### src/rtl/bcd_pkg.sv
// Shared definitions for the BCD counter family: state encoding, digit width
// and the preset clamp applied to each loaded digit.
package bcd_pkg;

    localparam int DIGIT_W = 4;
    localparam logic [DIGIT_W-1:0] BCD_MAX = 4'd9;

    typedef enum logic [1:0] {
        IDLE = 2'd0,
        RUN  = 2'd1,
        HOLD = 2'd2,
        DONE = 2'd3
    } state_t;

    function automatic logic [DIGIT_W-1:0] bcd_clamp(input logic [DIGIT_W-1:0] d);
        return (d > BCD_MAX) ? BCD_MAX : d;
    endfunction

endpackage

### src/rtl/bcd_down_digit.sv
// One BCD digit of the down-counter: clamped load, decrement on borrow-in,
// and borrow-out when a borrowed-into digit wraps from 0 to 9.
module bcd_down_digit
    import bcd_pkg::*;
(
    input  logic         clk,
    input  logic         reset,
    input  logic         load,
    input  logic [3:0]   load_digit,
    input  logic         borrow_in,
    output logic [3:0]   digit,
    output logic         borrow_out
);

    logic [DIGIT_W-1:0] digit_d;
    logic [DIGIT_W-1:0] digit_q;

    always_comb begin
        digit_d = digit_q;
        if (load) begin
            digit_d = bcd_clamp(load_digit);
        end else if (borrow_in) begin
            digit_d = (digit_q == 4'd0) ? BCD_MAX : digit_q - 4'd1;
        end
    end

    always_ff @(posedge clk) begin
        if (reset) begin
            digit_q <= '0;
        end else begin
            digit_q <= digit_d;
        end
    end

    assign digit      = digit_q;
    assign borrow_out = borrow_in & (digit_q == 4'd0);

endmodule

### src/rtl/bcd_down_timer.sv
// Multi-digit BCD countdown timer: preset load, start/pause control, one
// decrement per qualified tick and a one-cycle expired pulse on reaching zero.
module bcd_down_timer
    import bcd_pkg::*;
#(
    parameter int DIGITS = 4
) (
    input  logic                  clk,
    input  logic                  reset,
    input  logic                  load,
    input  logic [4*DIGITS-1:0]   load_value,
    input  logic                  start,
    input  logic                  pause,
    input  logic                  tick,
    output logic [4*DIGITS-1:0]   count,
    output logic                  running,
    output logic                  zero,
    output logic                  expired
);

    localparam logic [DIGIT_W*DIGITS-1:0] COUNT_ONE = (DIGIT_W*DIGITS)'(1);

    state_t state_d;
    state_t state_q;
    logic   en;

    logic [DIGITS:0] borrow;
    logic            borrow_unused;

    assign borrow[0]     = en;
    assign borrow_unused = borrow[DIGITS];

    for (genvar i = 0; i < DIGITS; i++) begin : g_digit
        bcd_down_digit u_digit (
            .clk        (clk),
            .reset      (reset),
            .load       (load),
            .load_digit (load_value[DIGIT_W*i +: DIGIT_W]),
            .borrow_in  (borrow[i]),
            .digit      (count[DIGIT_W*i +: DIGIT_W]),
            .borrow_out (borrow[i+1])
        );
    end

    // A tick is consumed only in RUN with no pause/load/reset competing, and
    // never on an all-zero count, so the counter cannot wrap below zero.
    always_comb begin
        state_d = state_q;
        en      = 1'b0;
        if (load) begin
            state_d = IDLE;
        end else begin
            case (state_q)
                IDLE: if (start && !zero) state_d = RUN;
                RUN: begin
                    if (pause) begin
                        state_d = HOLD;
                    end else if (tick && !zero && !reset) begin
                        en = 1'b1;
                        if (count == COUNT_ONE) state_d = DONE;
                    end
                end
                HOLD: if (start && !zero) state_d = RUN;
                DONE: state_d = IDLE;
                default: state_d = IDLE;
            endcase
        end
    end

    always_ff @(posedge clk) begin
        if (reset) begin
            state_q <= IDLE;
        end else begin
            state_q <= state_d;
        end
    end

    assign running = (state_q == RUN);
    assign expired = (state_q == DONE);
    assign zero    = (count == '0);

endmodule

### config.mk
export PLATFORM = sky130hd
export DESIGN_NAME = bcd_down_timer
export DESIGN_NICKNAME = d
export VERILOG_FILES = /design/src/rtl/bcd_pkg.sv /design/src/rtl/bcd_down_digit.sv /design/src/rtl/bcd_down_timer.sv
export SDC_FILE = /design/constraint.sdc
export NUM_CORES = 1
export LEC_CHECK = 0
export CELL_PAD_IN_SITES_DETAIL_PLACEMENT = 0
export CELL_PAD_IN_SITES_GLOBAL_PLACEMENT = 1
export CORE_UTILIZATION = 44
export CTS_BUF_LIST = sky130_fd_sc_hd__clkbuf_4 sky130_fd_sc_hd__clkbuf_8 sky130_fd_sc_hd__clkbuf_16
export CTS_CLUSTER_DIAMETER = 80
export DETAILED_ROUTE_END_ITERATION = 8
export DONT_BUFFER_PORTS = 1
export PLACE_DENSITY_LB_ADDON = 0.2
export SYNTH_ARGS = -nofsm -noshare
export SYNTH_HDL_FRONTEND = slang
export SYNTH_SLANG_ARGS = --single-unit
### constraint.sdc
create_clock -name clk -period 2.1 [get_ports clk]
set_clock_uncertainty 0.15 [all_clocks]
set_input_delay 0.525 -clock clk [delete_from_list [all_inputs] [get_ports clk]]
set_output_delay 0.525 -clock clk [all_outputs]
set_load 0.01 [all_outputs]
==> flow_summary_export.csv <==
group,metric,value,unit
outcome,outcome,"completed",
timing,setup_repair_after_global_routing_missed_its_margin,"no",
critical_path,start_kind,"flip-flop",
global_route,wire_length_of_the_first_global_routing_pass,4280,um
flow_run,max_cap_violations,0,
clock_tree,clk_transition_reported_paths,0.11,ns
routing,detailroute.via_count,1086,
logic_synthesis,synth_top_flop_cell,"sky130_fd_sc_hd__dfxtp_1",
timing,whs,0.124,ns
worst_hold_path,holdPathStages,1,
logic_synthesis,proportion_of_register_bits_with_asynchronous_set_or_reset_after_synthesis,0,%
timing,worst_slew_margin_rel,65.9,%
logic_synthesis,synth.yosys.seq_area_share,31.5,%
clock_tree,insertion_delay,0.30,ns
placement,gpl.final_weighted_congestion,0.726,
critical_path,rr_worst_depth,6,
global_route,gr-usage-all-layers,20.9,%
cells_and_area,stdcell_area,1290,sq um
placement,numPortBuffers,0,
routing,dr.pass1.iters,4,
floorplan,floorplan.rows,18,
logic_synthesis,ys_ff_latch,18,
timing,final_max_slew_viol_count,0,
routing,route.detailed.drc,0,
floorplan,io_pins,41,
placement,hpwlAfterDp,2090,um
timing,timing.final.setup_violations,0,
cells_and_area,final_cell_count_without_fillers,177,
floorplan,placeableCoreArea,2480,sq um
timing,period_minus_slack,2.02,ns
critical_path,worstSetupEndpointType,"output pin",
power,static_leak,0.000472,uW
clock_tree,cts_htree_levels,1,
routing,first_iter_violations,21,
worst_hold_path,min_path_type,"in -> reg",
timing,setup_tns,0,ns
placement,placedInstanceArea,1210,sq um
global_route,first_global_vias,999,
timing,final_worst_path_cycle_share,96.3,%
critical_path,worst-setup-path-type,"reg -> out",
global_route,grt_start_max_net_pins,20,
routing,detail_route.vias_per_cell,6.14,
clock_tree,cts-hold-fix-buffers,0,
clock_tree,clock_sink_count,18,
logic_synthesis,mappedNetlistArea,1140,sq um
clock_tree,maximum_root_to_sink_buffer_count,2,
floorplan,floorplan.die.height,53.0,um
clock_tree,cts_tree,"done",
global_route,initial_antenna_violation_count,0,
routing,wl_per_cell,15.6,um
cells_and_area,areaGrowthSynthToFinish,12.9,%
routing,routed_wl,2770,um
clock_tree,cts-buffers-inserted,3,
clock_tree,cts_root_buf,"sky130_fd_sc_hd__clkbuf_4",
logic_synthesis,netlist-cell-type-count,47,
cells_and_area,num_antenna_cells,0,
cells_and_area,design.final.nets,170,
critical_path,arrival,1.35,ns
critical_path,crit_path_max_fanout,6,
critical_path,cp.required,1.42,ns
routing,detail-route-antenna-nets,0,
timing,tightest_slew,0.511,ns
floorplan,floorplan.die_area,2810,sq um
global_route,gr-total-overflow,0,
timing,final-hold-violation-count,0,
placement,post-place-cells,170,
logic_synthesis,syn-num-nets,158,
logic_synthesis,synth_enable_flop_cells,0,
logic_synthesis,netlist_instances,136,
floorplan,die_w,53.0,um
timing,fmax,494,MHz
power,cellPowerDensity,598,nW/um^2
cells_and_area,drive_gt1_share,20.4,%
power,maximum_vdd_drop,355,uV
logic_synthesis,synth.yosys.warnings,0,
floorplan,initial_utilization,46.2,%
logic_synthesis,post_synth.cell_area_avg,8.41,sq um
==> state kept, by name, summed over array words and instances (netlist names) <==
name                   cells
state_q                    2
g_digit.u_digit.digit     16
==> cell usage after synthesis (4+ instances only) <==
cell,number,area share (%)
sky130_fd_sc_hd__dfxtp_1,18,32
sky130_fd_sc_hd__nor2_1,14,4.6
sky130_fd_sc_hd__nand2_1,11,3.6
sky130_fd_sc_hd__a21oi_1,8,3.5
sky130_fd_sc_hd__nor3_1,6,2.6
sky130_fd_sc_hd__o21ai_0,6,2.6
sky130_fd_sc_hd__nand3_1,5,2.2
sky130_fd_sc_hd__inv_1,4,1.3
==> cell families after synthesis <==
kind of cell           Yosys count  share of synthesized area (%)
buffers and inverters           10                           5.14
AND/OR/NAND/NOR                 64                           35.1
AO/OA/AOI/OAI                   37                           22.5
XOR/XNOR                         4                           3.06
flip-flops                      18                           31.5
multiplexers                     3                           2.63
==> per-stage QoR <==
step / utilization [%] / power [uW] / worst slack, ns
2_1_floorplan: - / 513 / 0.269
3_3_place_gp: 48.9 / 542 / 0.242
3_5_place_dp: 48.9 / 545 / 0.211
4_1_cts: 51.8 / 772 / 0.0486
5_1_grt: 52.1 / 809 / 0.0160
6_report: 52.1 / 773 / 0.0777
==> power breakdown <==
group	internal [uW]	switching [uW]	leakage (uW)
logic	80.9	80.9	0.000302
clock network	106	113	0.0000210
registers	361	30.6	0.000149
total	548	225	0.000472
==> per-layer routing <==
metal / routed length (um) / global-route usage [%] / up-vias
met4: 10 / 8.77 / 0
li1: - / - / 538
met2: 1260 / 32.7 / 40
met5: 0 / 0 / -
met3: 203 / 4.89 / 2
met1: 1300 / 27.1 / 506
==> cells in the final DEF, fill, tap and decap left out, types with 2 or more instances in the layout <==
master	instances
sky130_fd_sc_hd__nor4_4	4
sky130_fd_sc_hd__xor2_1	2
sky130_fd_sc_hd__a221oi_1	2
sky130_fd_sc_hd__a311oi_1	3
sky130_fd_sc_hd__nor4_1	2
sky130_fd_sc_hd__nor2b_1	3
sky130_fd_sc_hd__a21oi_1	8
sky130_fd_sc_hd__xnor2_1	2
sky130_fd_sc_hd__mux2i_1	3
sky130_fd_sc_hd__nor3_1	6
sky130_fd_sc_hd__nor2_1	14
sky130_fd_sc_hd__nand2_1	11
sky130_fd_sc_hd__nand3b_1	3
sky130_fd_sc_hd__inv_1	3
sky130_fd_sc_hd__dfxtp_2	2
sky130_fd_sc_hd__o21a_1	3
sky130_fd_sc_hd__nand3_1	5
sky130_fd_sc_hd__o32ai_1	2
sky130_fd_sc_hd__nand4_1	2
sky130_fd_sc_hd__clkbuf_4	3
sky130_fd_sc_hd__buf_4	13
sky130_fd_sc_hd__dfxtp_1	16
sky130_fd_sc_hd__nand4b_1	2
sky130_fd_sc_hd__a211o_1	2
sky130_fd_sc_hd__a211oi_1	3
sky130_fd_sc_hd__o21ai_0	6
sky130_fd_sc_hd__and2_1	2
==> timing repair <==
item / in CTS / in global routing
endpoints found under the setup margin: 1 / 1
pin swaps: 3 / 0
resized for setup: 4 / 1
buffers inserted: 3 / 0
==> layout make-up <==
type / count / area (sq um)
clock buffers: 4 / 36.3
multi-input cells: 108 / 742
inverters: 4 / 15.0
flip-flops and latches: 18 / 363
repair buffers: 13 / 97.6
fillers: 252 / 1190
well taps: 30 / 37.5
==> final timing paths <==
check,from,to,slack [ns]
setup / recovery,g_digit[3].u_digit.digit[0]$_SDFFE_PP0P_,zero,0.08
hold / removal,reset,g_digit[3].u_digit.digit[2]$_SDFFE_PP0P_,0.12
setup reg to reg,g_digit[0].u_digit.digit[1]$_SDFFE_PP0P_,g_digit[1].u_digit.digit[0]$_SDFFE_PP0P_,0.27
hold reg to reg,state_q[1]$_SDFFE_PP0P_,state_q[1]$_SDFFE_PP0P_,0.38
==> worst max-delay path: stages (launching register included) <==
cell	delay, ns
sky130_fd_sc_hd__dfxtp_2	0.38
sky130_fd_sc_hd__nor4_4	0.31
sky130_fd_sc_hd__nand4_1	0.12
sky130_fd_sc_hd__buf_4	0.18
sky130_fd_sc_hd__inv_2	0.07
No activity file was read; power rests on OpenSTA's default activity.
